**src/rtl/mult_booth_step.sv**
```systemverilog
// rtl/mult_booth_step.sv - radix-2 Booth step/sequencer feeding the 65-bit product register
// Optional overflow exception built when MULT_OVF_EN is defined.
module mult_booth_step (
    input  logic        clk,
    input  logic        ctrl_reset,
    input  logic        ctrl_MULT,
    input  logic [31:0] data_operandA,
    input  logic [31:0] data_operandB,
    input  logic [64:0] data_readReg,
    output logic [64:0] data_writeReg,
    output logic        write_to,
    output logic [31:0] data_result,
    output logic        data_resultRDY,
    output logic        data_exception,
    output logic        busy
);

    typedef enum logic [1:0] {
        IDLE = 2'd0,
        RUN  = 2'd1,
        DONE = 2'd2
    } state_t;

    state_t      state_q, state_d;
    logic [4:0]  cnt_q, cnt_d;
    logic [31:0] m_q, m_d;
    logic [32:0] p_ext;
    logic [32:0] m_ext;
    logic [32:0] sum;

    // 33-bit add keeps the true sign so M = 0x80000000 negates correctly
    always_comb begin
        p_ext = {data_readReg[64], data_readReg[64:33]};
        m_ext = {m_q[31], m_q};
        case (data_readReg[1:0])
            2'b01:   sum = p_ext + m_ext;
            2'b10:   sum = p_ext - m_ext;
            default: sum = p_ext;
        endcase
    end

    always_comb begin
        state_d        = state_q;
        cnt_d          = cnt_q;
        m_d            = m_q;
        write_to       = 1'b0;
        data_writeReg  = data_readReg;
        data_resultRDY = 1'b0;
        case (state_q)
            RUN: begin
                write_to      = 1'b1;
                data_writeReg = {sum, data_readReg[32:1]};
                cnt_d         = cnt_q + 5'd1;
                if (cnt_q == 5'd31) begin
                    state_d = DONE;
                end
            end
            DONE: begin
                data_resultRDY = 1'b1;
                state_d        = IDLE;
            end
            default: begin
                state_d = IDLE;
            end
        endcase
        // A start overrides whatever is in flight, including the DONE cycle
        if (ctrl_MULT && !ctrl_reset) begin
            write_to      = 1'b1;
            data_writeReg = {32'b0, data_operandB, 1'b0};
            m_d           = data_operandA;
            cnt_d         = 5'd0;
            state_d       = RUN;
        end
        if (ctrl_reset) begin
            write_to = 1'b0;
        end
    end

    always_ff @(posedge clk) begin
        if (ctrl_reset) begin
            state_q <= IDLE;
            cnt_q   <= 5'd0;
            m_q     <= 32'd0;
        end else begin
            state_q <= state_d;
            cnt_q   <= cnt_d;
            m_q     <= m_d;
        end
    end

    assign data_result = data_readReg[32:1];
    assign busy        = (state_q != IDLE);

`ifdef MULT_OVF_EN
    assign data_exception = data_resultRDY &&
                            (data_readReg[64:32] != {33{1'b0}}) &&
                            (data_readReg[64:32] != {33{1'b1}});
`else
    assign data_exception = 1'b0;
`endif

endmodule

```
**config.mk**
```make
export PLATFORM = sky130hd
export DESIGN_NAME = mult_booth_step
export DESIGN_NICKNAME = d
export VERILOG_FILES = /design/src/rtl/mult_booth_step.sv
export SDC_FILE = /design/constraint.sdc
export NUM_CORES = 1
export LEC_CHECK = 0
export CAP_MARGIN = 20
export CORE_ASPECT_RATIO = 0.7
export CORE_UTILIZATION = 37
export DETAILED_ROUTE_END_ITERATION = 8
export GPL_TIMING_DRIVEN = 0
export HOLD_SLACK_MARGIN = 0.15
export MAX_ROUTING_LAYER = met4
export PLACE_DENSITY_LB_ADDON = 0.12
export SLEW_MARGIN = 30
export SYNTH_ARGS = -nofsm -noshare
export SYNTH_HDL_FRONTEND = slang
export SYNTH_SLANG_ARGS = --single-unit
```
**constraint.sdc**
```tcl
create_clock -name clk -period 6.5 [get_ports clk]
set_input_delay 1.625 -clock clk [delete_from_list [all_inputs] [get_ports clk]]
set_output_delay 1.625 -clock clk [all_outputs]
set_load 0.01 [all_outputs]
```
==> results of run 1 <==
Yosys cell counts (2+ instances only):
library cell | count | share of area
a211oi_1 | 8 | 0.011
a21boi_0 | 3 | 0.0041
a21o_1 | 10 | 0.014
a21oi_1 | 73 | 0.067
a31oi_1 | 40 | 0.046
and2_1 | 2 | 0.0023
and3_1 | 10 | 0.011
buf_1 | 9 | 0.0062
buf_4 | 33 | 0.045
clkbuf_1 | 43 | 0.030
dfxtp_1 | 39 | 0.14
ha_1 | 36 | 0.082
inv_1 | 19 | 0.013
mux2i_1 | 41 | 0.075
nand2_1 | 97 | 0.067
nand2b_1 | 9 | 0.010
nand3_1 | 8 | 0.0073
nand3b_1 | 7 | 0.0096
nand4_1 | 11 | 0.013
nor2_1 | 120 | 0.082
nor2b_1 | 8 | 0.0092
nor3_1 | 19 | 0.017
nor3b_1 | 2 | 0.0027
nor4_1 | 6 | 0.0069
nor4b_1 | 2 | 0.0032
o211ai_1 | 12 | 0.016
o21a_1 | 5 | 0.0069
o21ai_0 | 35 | 0.032
o21ai_1 | 6 | 0.0055
o21bai_1 | 5 | 0.0069
o22ai_1 | 3 | 0.0034
o311ai_0 | 2 | 0.0032
o31ai_1 | 2 | 0.0027
or2_2 | 2 | 0.0023
xnor2_1 | 44 | 0.070
xor2_1 | 13 | 0.021
metal layers:
| layer | up-vias | GRT usage |
|---|---|---|
| li1 | 3363 | - |
| met3 | 50 | 0.0498 |
| met2 | 379 | 0.464 |
| met4 | 0 | 0.0611 |
| met1 | 3150 | 0.397 |
| met5 | - | - |
repair_timing:
action / CTS / global route
pin swaps: 36 / 37
gates cloned: 0 / 1
setup endpoints to repair: 31 / 24
resized for setup: 84 / 61
buffers inserted: 22 / 11
hold buffers: 0 / 0
flip-flops by register name (all words and copies together), names as in the netlist:
signal / flops
state_q: 2
cnt_q: 5
m_q: 32
cells by family after synthesis:
logic type | share of synthesized area
buf+inv | 0.0940
simple gates | 0.258
fa+ha+maj | 0.0860
flops | 0.143
compound gates | 0.248
other cells | 0.000686
mux | 0.0792
xor+xnor | 0.0913
tightest hold or removal path: stages, from the launching register on:
cell and delay, ns:
dfxtp_1 0.32, mux2i_1 0.12, nor3_1 0.05
stage by stage:
step / total power [mW] / cells
2_1_floorplan: 0.776 / 809
3_3_place_gp: 1.11 / 1230
3_5_place_dp: 1.12 / 1230
4_1_cts: 1.42 / 1254
5_1_grt: 1.59 / 1265
6_report: 1.51 / 1265
final cells by class:
type,instances,area [µm²]
tap,190,238
clock inverter,2,13.8
buffer,79,454
inverter,19,71.3
fill,1310,5410
clock buffer,5,125
multi-input combinational,666,4540
sequential,39,781
timing repair buffer,265,2550
power by group through the flow:
stage,clock network [mW],logic (mW),registers (mW)
floorplan,0,0.507,0.269
global placement,0,0.838,0.273
detailed placement,0,0.842,0.274
CTS,0.249,0.901,0.269
global route,0.260,1.06,0.271
finish,0.247,0.990,0.269
worst paths after layout:
check | depth (start not counted) | to | slack, ns | startpoint
min | 2 | cnt_q[1] | 0.55 | cnt_q[1]
max | 17 | data_writeReg[64] | 0.05 | data_readReg[0]
max reg2reg | 4 | cnt_q[4] | 4.89 | state_q[0]
min reg2reg | 2 | cnt_q[1] | 0.55 | cnt_q[1]
==> run summary, run 1 <==
CTS buffer count = 5
Met3 Routed Length = 2.20 mm
Clock root cell = clkbuf_16
Overall Global Routing Usage = 0.296
Crit-path max cell delay = 0.36 ns
Placeable Area = 0.0142 mm²
Number of synthesized flops with an enable pin = 0
Initial antenna violation count = 0
CTS tree = done
Avg Cell Area, Syn = 6.76 µm²
Largest net degree at the start of global routing = 13
Wire length on met1 = 10.1 mm
Slowest-stage cell, CP = ha_1
# DRC = 0
Fin Setup TNS = 0 ns
Worst Path Buf+Inv = 5
Fmax = 0.155 GHz
Clock transition at the registers of the reported paths = 0.05 ns
Post-Route Utilization = 0.619
Leak = 3.63 nW
Startpoint Class = input port
Post-synth ARST share = 0
Routed len/inst = 18.3 µm
Top sig layer = met4
Clock buffer depth = 2
Final Max Tran Viols = 0
CP arrival = 4.82 ns
DR pass1 iterations = 5
Initial Utilization = 0.385
CTS Sinks = 39
PwrDens = 172 mW/mm²
GRT overflow = 0
Commonest cells after routing, fill and taps aside = clkdlybuf4s50_1 (209), nor2_1 (117), nand2_1 (96)
Required time of the critical path = 4.88 ns
Mapped cell area = 0.00547 mm²
DR vias = 6942
CP dominant cell by count = buf_2
Internal = 0.872 mW
Chip Width = 147 µm
Post-DRT Antenna Nets = 0
Number of synthesized register bits = 39
Worst-margin pin slew = 0.852 ns
Power share of the combinational group = 0.657
Max Cap Viol = 0
# port buffers = 231
Setup CP Type = input port to primary output
Initial DRC Count = 805
Tmin final = 6.45 ns
I/O Pins = 233
Power share of the clock group = 0.164
Synth cell types = 61
Area added between synthesis and finish = 60.5%
Seq pwr share = 0.179
RD Place Congestion = 0.967
Sw Pwr = 0.634 mW
Post-Place Setup Slack = -1.90 ns
Vias in the first global route = 6140
Via density = 5.49
Final-stage net count = 1244
Slew headroom = 0.432
Crit-path cells = buf_2, inv_2, ha_4, buf_8, nor2_1, xnor2_1, ha_1, a21oi_1, nor4bb_2, nand4_1, buf_4, and3_4, o41ai_4, xnor2_2, a21oi_2, a31o_1, buf_2
Prevailing post-synth register cell = dfxtp_1
Worst Slack Setup Final = 0.0509 ns
Final Instance Area = 0.00878 mm²
Worst skew pair latency = 0.28 ns
RSZ-0062 raised after global routing = yes
Crit path max fanout = 10
Tcrit/Tclk final = 0.992
Die height = 104 µm
Switching Share = 0.421
Yosys warns = 0
Clock Skew = 0.000359 ns
Final Hold Fails = 0
Hold Path Class = flop to flop
Die area = 0.0153 mm²
Dpl hpwl = 17.6 mm
Fraction of layout cells with a size suffix above 1 = 0.145
CP Capture Type = primary output
Commonest non-fill, non-tap cell in the layout = clkdlybuf4s50_1
Placed cell area = 0.00802 mm²
Wire length on met2 = 10.3 mm
Finish-stage setup viols = 0
Htree depth = 2
Worst hold slack = 0.546 ns
Worst-case vdd ir drop = 101 µV
Seq/Total Area, Yosys = 0.143
Syn_nets = 978
Wirelength, routed = 23.2 mm
Crit path max-delay family = simple AND/OR/NAND/NOR gates
Outcome = finished clean
N_diodes = 0
Cell count after synthesis = 809
FP Rows = 36
First-pass GRT wire length = 34.6 mm
Note: power is estimated with default switching activity, not from simulation.
==> run 2, diff against run 1 <==
--- a/config.mk
+++ b/config.mk
@@ -12,7 +12,7 @@
 export GPL_TIMING_DRIVEN = 0
 export HOLD_SLACK_MARGIN = 0.15
 export MAX_ROUTING_LAYER = met4
-export PLACE_DENSITY_LB_ADDON = 0.12
+export PLACE_DENSITY = 0.68
 export SLEW_MARGIN = 30
 export SYNTH_ARGS = -nofsm -noshare
 export SYNTH_HDL_FRONTEND = slang
==> run 2 against run 1 <==
Cell count increased by 0.47%. Die area unchanged. Clock power increased by 4%. Sequential share of layout area decreased by 0.12 points. Sequential power about the same. Utilization increased by 0.81 points. Total power increased by 2.3%. Largest cell class unchanged.
==> run summary, run 2 (synthesis gave the netlist of run 1 again) <==
N_diodes = 0 (unchanged)
FILL cells = 1375 (was 1310)
Footprint of the multi-input gates = 0.00460 mm² (was 0.00454 mm²)
Final Hold Fails = 0 (unchanged)
Required time of the critical path = 4.88 ns (about the same)
Worst-margin pin slew = 0.720 ns (was 0.852 ns)
DR vias = 6994 (was 6942)
Fmax = 0.155 GHz (about the same)
RD Place Congestion = 0.960 (was 0.967)
Worst skew pair latency = 0.30 ns (was 0.28 ns)
Final Max Tran Viols = 0 (unchanged)
# hold bufs at CTS = 0 (unchanged)
First-pass GRT wire length = 35.8 mm (was 34.6 mm)
Commonest non-fill, non-tap cell in the layout = clkdlybuf4s50_1 (unchanged)
RSZ-0062 raised after global routing = yes (unchanged)
CP arrival = 4.81 ns (was 4.82 ns)
Finish-stage setup viols = 0 (unchanged)
Chip Width = 147 µm (unchanged)
Crit Reg-Reg Endpoint = cnt_q[1] (was cnt_q[4])
GRT met2 Usage = 0.492 (was 0.464)
Post-DRT Antenna Nets = 0 (unchanged)
CP Capture Type = primary output (unchanged)
Dpl hpwl = 17.8 mm (was 17.6 mm)
GRT Max-Usage Layer = met2 (unchanged)
R2r setup slk = 4.85 ns (was 4.89 ns)
Clock root cell = clkbuf_16 (unchanged)
Initial DRC Count = 520 (was 805)
CTS tree = done (unchanged)
Post-Route Utilization = 0.627 (was 0.619)
GRT overflow = 0 (unchanged)
Clock Skew = 0.000670 ns (was 0.000359 ns)
Initial Utilization = 0.385 (unchanged)
# port buffers = 231 (unchanged)
Area added between synthesis and finish = 62.7% (was 60.5%)
Max FFs per register = 32 (unchanged)
CP endpoint = data_writeReg[47] (was data_writeReg[64])
FP Rows = 36 (unchanged)
Leak = 3.65 nW (was 3.63 nW)
# DRC = 0 (unchanged)
Overall Global Routing Usage = 0.306 (was 0.296)
Slew headroom = 0.518 (was 0.432)
Die area = 0.0153 mm² (unchanged)
Startpoint Class = input port (unchanged)
Routed len/inst = 18.5 µm (was 18.3 µm)
Global Route met1 Usage = 0.398 (was 0.397)
CTS Sinks = 39 (unchanged)
CTS buffer count = 5 (unchanged)
Via density = 5.50 (was 5.49)
Tmin final = 6.44 ns (was 6.45 ns)
Initial antenna violation count = 0 (unchanged)
Largest net degree at the start of global routing = 14 (was 13)
Largest regs = m_q (32), cnt_q (5), state_q (2) (unchanged)
Max Cap Viol = 0 (unchanged)
GRT met3 Usage = 0.0520 (was 0.0498)
Tcrit/Tclk final = 0.991 (was 0.992)
Sequential Area = 781 µm² (unchanged)
Commonest cells after routing, fill and taps aside = clkdlybuf4s50_1 (206), nor2_1 (116), nand2_1 (96) (was clkdlybuf4s50_1 (209), nor2_1 (117), nand2_1 (96))
Vias in the first global route = 6394 (was 6140)
Die height = 104 µm (unchanged)
Setup CP Type = input port to primary output (unchanged)
R2R cell count = 4 (unchanged)
Placeable Area = 0.0142 mm² (unchanged)
I/O Pins = 233 (unchanged)
Worst-case vdd ir drop = 111 µV (was 101 µV)
Most flop-heavy register = m_q (unchanged)
Final-stage net count = 1249 (was 1244)
PwrDens = 173 mW/mm² (was 172 mW/mm²)
Fraction of layout cells with a size suffix above 1 = 0.153 (was 0.145)
Outcome = finished clean (unchanged)
Reg2Reg Launch Point = state_q[0] (unchanged)
Fin Setup TNS = 0 ns (unchanged)
Wirelength, routed = 23.6 mm (was 23.2 mm)
Critical Path Start = data_readReg[1] (was data_readReg[0])
Hold Path Class = flop to flop (unchanged)
Clock transition at the registers of the reported paths = 0.07 ns (was 0.05 ns)
Crit path max fanout = 6 (was 10)
Clock buffer depth = 2 (unchanged)
DR pass1 iterations = 5 (unchanged)
Htree depth = 2 (unchanged)
## run 2: routing by layer
layer | part of all wire | wire [µm] | vias to the layer above
met5 | 0 | 0 | -
met1 | 0.44 | 10300 | 3239
met2 | 0.46 | 10800 | 327
met3 | 0.081 | 1910 | 44
li1 | - | - | 3384
met4 | 0.023 | 548 | 0
## run 2: where the power goes
group	switching, mW	internal, mW
clock	0.114	0.142
sequential	0.0194	0.252
combinational	0.517	0.497
## run 2: layout make-up
| type | count | share of cell area |
|---|---|---|
| Inverter | 19 | 0.00844 |
| Sequential cell | 39 | 0.0878 |
| Multi-Input combinational cell | 666 | 0.517 |
| Tap cell | 190 | 0.0267 |
| Clock buffer | 5 | 0.0141 |
| Buffer | 80 | 0.0526 |
| Clock inverter | 3 | 0.00225 |
| Timing Repair Buffer | 269 | 0.291 |
## run 2: critical path: stages
cell,delay [ns]
clkbuf_4,0.15
ha_4,0.21
buf_4,0.16
buf_16,0.13
a21oi_4,0.12
xnor2_2,0.09
ha_1,0.34
buf_6,0.12
clkinvlp_4,0.10
nor2_4,0.18
o2111ai_4,0.15
a31oi_4,0.24
buf_6,0.15
a21boi_0,0.11
xnor2_1,0.16
o21ai_1,0.20
clkdlybuf4s50_1,0.58
## run 2: how the worst min path moves through the flow
| stage | start | endpoint | slack (ns) | cells past startpoint |
|---|---|---|---|---|
| after global routing | m_q[30] | m_q[30] | 0.58 | 2 |
| after global placement | cnt_q[4] | cnt_q[4] | 0.52 | 2 |
| final | cnt_q[4] | cnt_q[4] | 0.53 | 2 |
| after CTS | cnt_q[4] | cnt_q[4] | 0.53 | 2 |
| after detailed placement | cnt_q[4] | cnt_q[4] | 0.53 | 2 |
| after floorplan | cnt_q[4] | cnt_q[4] | 0.50 | 2 |
## run 2: what timing repair did
action                     CTS  global route
setup endpoints to repair   31            24
cloned                       1             0
gates resized for setup    118            42
hold endpoints to repair     0             0
setup buffers               29             8
pin swaps                   47            24
## run 2: per-stage QoR
stage / hold WS, ns / std cells / power (mW) / instance area (µm²) / setup slack, ns
finish: 0.534 / 1271 / 1.54 / 8890 / 0.0604
global route: 0.579 / 1271 / 1.62 / 8890 / -0.0817
CTS: 0.534 / 1263 / 1.46 / 8660 / 0.000703
detailed placement: 0.525 / 1230 / 1.11 / 8020 / -1.77
global placement: 0.517 / 1230 / 1.11 / 8020 / -1.77
floorplan: 0.502 / 809 / 0.776 / 5470 / 0.143
==> run 3, diff against run 2 <==
--- a/config.mk
+++ b/config.mk
@@ -7,12 +7,12 @@
 export LEC_CHECK = 0
 export CAP_MARGIN = 20
 export CORE_ASPECT_RATIO = 0.7
-export CORE_UTILIZATION = 37
+export CORE_UTILIZATION = 44
 export DETAILED_ROUTE_END_ITERATION = 8
 export GPL_TIMING_DRIVEN = 0
 export HOLD_SLACK_MARGIN = 0.15
 export MAX_ROUTING_LAYER = met4
-export PLACE_DENSITY = 0.68
+export PLACE_DENSITY = 0.8
 export SLEW_MARGIN = 30
 export SYNTH_ARGS = -nofsm -noshare
 export SYNTH_HDL_FRONTEND = slang
==> run 3 against run 2 <==
Flip-flop and latch count did not move. Hold slack better by 0.011 ns. Critical endpoint is now data_writeReg[40]. Clock-buffer cell count is the same. Critical path depth up 1. Fmax is 2.6% lower. Sequential share of layout area shrank 0.13 points. Highest routed layer unchanged. The run now ends with setup timing left. Utilization is 13 points higher. Cell count fell by 2.1%. Worst setup slack lost 0.17 ns. Total power is 3.6% higher.
==> run summary, run 3 (synthesis gave the netlist of run 1 again) <==
N_diodes = 0 (unchanged)
Internal = 0.911 mW (was 0.890 mW)
Final Hold Fails = 0 (unchanged)
CTS tree = done (unchanged)
Tot Pwr = 1.60 mW (was 1.54 mW)
Clock Skew = 0.000855 ns (was 0.000670 ns)
PwrDens = 177 mW/mm² (was 173 mW/mm²)
CTS buffer count = 5 (unchanged)
Wire length on met1 = 9.87 mm (was 10.3 mm)
Chip Width = 135 µm (was 147 µm)
Switching Share = 0.429 (was 0.422)
Vias in the first global route = 6529 (was 6394)
FP Rows = 33 (was 36)
RD Place Congestion = 0.972 (was 0.960)
Crit path max fanout = 6 (unchanged)
Crit-path max cell delay = 0.55 ns (was 0.58 ns)
Most flop-heavy register = m_q (unchanged)
Violated checks = setup timing
Dpl hpwl = 16.7 mm (was 17.8 mm)
Routed len/inst = 19.7 µm (was 18.5 µm)
Power share of the combinational group = 0.672 (was 0.658)
Htree depth = 2 (unchanged)
Footprint of the multi-input gates = 0.00472 mm² (was 0.00460 mm²)
Clock buffer depth = 2 (unchanged)
Placeable Area = 0.0119 mm² (was 0.0142 mm²)
Largest net degree at the start of global routing = 14 (unchanged)
Worst-margin pin slew = 0.759 ns (was 0.720 ns)
Initial DRC Count = 797 (was 520)
Sw Pwr = 0.685 mW (was 0.650 mW)
I/O Pins = 233 (unchanged)
Final Max Tran Viols = 0 (unchanged)
Area added between synthesis and finish = 65.1% (was 62.7%)
Clock transition at the registers of the reported paths = 0.07 ns (about the same)
Commonest non-fill, non-tap cell in the layout = clkdlybuf4s50_1 (unchanged)
CTS Sinks = 39 (unchanged)
CP arrival = 4.99 ns (was 4.81 ns)
Slew headroom = 0.494 (was 0.518)
Hold Path Class = flop to flop (unchanged)
CP Capture Type = primary output (unchanged)
Initial Utilization = 0.460 (was 0.385)
Required time of the critical path = 4.88 ns (about the same)
Finish-stage setup viols = 4 (was 0)
# port buffers = 231 (unchanged)
Outcome = complete, but fails checks (was finished clean)
RSZ-0062 raised after global routing = yes (unchanged)
Worst skew pair latency = 0.29 ns (was 0.30 ns)
Final-stage net count = 1255 (was 1249)
DR pass1 iterations = 5 (unchanged)
FILL cells = 933 (was 1375)
First-pass GRT wire length = 34.0 mm (was 35.8 mm)
Via density = 5.89 (was 5.50)
Tmin final = 6.61 ns (was 6.44 ns)
Top sig layer = met4 (unchanged)
Worst Slack Setup Final = -0.112 ns (was 0.0604 ns)
Die height = 95.3 µm (was 104 µm)
Post-Route Utilization = 0.759 (was 0.627)
Setup CP Type = input port to primary output (unchanged)
Sequential Area = 781 µm² (unchanged)
Met3 Routed Length = 2.67 mm (was 1.91 mm)
GRT overflow = 0 (unchanged)
Fmax = 0.151 GHz (was 0.155 GHz)
Commonest cells after routing, fill and taps aside = clkdlybuf4s50_1 (209), nor2_1 (114), nand2_1 (97) (was clkdlybuf4s50_1 (206), nor2_1 (116), nand2_1 (96))
Power share of the clock group = 0.158 (was 0.166)
Largest regs = m_q (32), cnt_q (5), state_q (2) (unchanged)
# DRC = 0 (unchanged)
Fraction of layout cells with a size suffix above 1 = 0.171 (was 0.153)
Max FFs per register = 32 (unchanged)
Wire length on met2 = 10.8 mm (about the same)
Post-DRT Antenna Nets = 0 (unchanged)
Max Cap Viol = 0 (unchanged)
Tcrit/Tclk final = 1.02 (was 0.991)
# hold bufs at CTS = 0 (unchanged)
Die area = 0.0129 mm² (was 0.0153 mm²)
Leak = 3.72 nW (was 3.65 nW)
Wirelength, routed = 24.5 mm (was 23.6 mm)
Crit-path cells = buf_8, inv_4, ha_4, buf_8, buf_6, a21oi_1, xnor2_1, ha_2, o211ai_1, a21oi_2, nor2_1, o21bai_1, a21oi_1, xor2_1, o211ai_1, o21ai_0, nor2_1, clkdlybuf4s50_1 (was clkbuf_4, ha_4, buf_4, buf_16, a21oi_4, xnor2_2, ha_1, buf_6, clkinvlp_4, nor2_4, o2111ai_4, a31oi_4, buf_6, a21boi_0, xnor2_1, o21ai_1, clkdlybuf4s50_1)
Initial antenna violation count = 0 (unchanged)
Worst-case vdd ir drop = 124 µV (was 111 µV)
Clock root cell = clkbuf_16 (unchanged)
DR vias = 7329 (was 6994)
Startpoint Class = input port (unchanged)
Overall Global Routing Usage = 0.348 (was 0.306)
Slowest-stage cell, CP = clkdlybuf4s50_1 (unchanged)
Seq pwr share = 0.170 (was 0.176)
-- run 3: cell count changes in the layout (fill, tap and decap cells not counted), moves of 3 or more --
cell	change
xnor2_1	-3
clkdlybuf4s50_1	+3
buf_4	+6
xnor2_2	+3
buf_6	+3
a21oi_1	-4
buf_2	-3
-- run 3: path summary, 6_finish.rpt --
kind	startpoint	to	slack, ns	depth (start not counted)
max reg2reg	state_q[0]	cnt_q[4]	4.83	4
min reg2reg	cnt_q[4]	cnt_q[4]	0.54	2
max	data_readReg[0]	data_writeReg[40]	-0.11	18
min	cnt_q[4]	cnt_q[4]	0.54	2
-- run 3: cell type report --
cell class | count | share of cell area
Timing Repair Buffer | 276 | 0.295
Clock inverter | 3 | 0.00222
Clock buffer | 5 | 0.0139
Tap cell | 157 | 0.0218
Multi-Input combinational cell | 666 | 0.523
Sequential cell | 39 | 0.0865
Inverter | 19 | 0.00818
Buffer | 79 | 0.0498
-- run 3: what timing repair did --
action                                  4_1_cts  5_1_grt
endpoints found under the setup margin       31       27
pin swaps                                    39       47
resized for setup                           106       78
setup buffers                                30       15
-- run 3: metrics by stage --
stage | hold slack, ns | instances | cell area (µm²) | worst slack, ns | setup TNS [ns]
floorplan | 0.502 | 809 | 5470 | 0.143 | 0
global placement | 0.519 | 1197 | 7980 | -1.60 | -32.29
detailed placement | 0.524 | 1197 | 7980 | -1.65 | -33.39
CTS | 0.533 | 1230 | 8580 | 0.00107 | 0
global route | 0.559 | 1244 | 9030 | -0.143 | -1.23
finish | 0.545 | 1244 | 9030 | -0.112 | -0.158
-- run 3: per-layer routing --
metal,up-vias,global-route usage
li1,3396,-
met1,3328,0.439
met2,473,0.550
met3,132,0.0696
met4,0,0.128
met5,-,-
-- run 3: power by group through the flow --
| stage | Sequential [mW] | Clock (mW) | Combinational, mW |
|---|---|---|---|
| after floorplan | 0.269 | 0 | 0.507 |
| after global placement | 0.273 | 0 | 0.830 |
| after detailed placement | 0.274 | 0 | 0.834 |
| after CTS | 0.269 | 0.252 | 0.923 |
| after global routing | 0.273 | 0.265 | 1.13 |
| final | 0.272 | 0.252 | 1.07 |
-- run 3: worst max-delay path, delay by kind of cell --
kind                       cells  cell delay, ns
buffers and inverters          5            0.99
and+or+nand+nor                2            0.45
adders and majority gates      2            0.57
AOI/OAI and AO/OA              7            0.93
xor gates and xnor gates       2            0.41
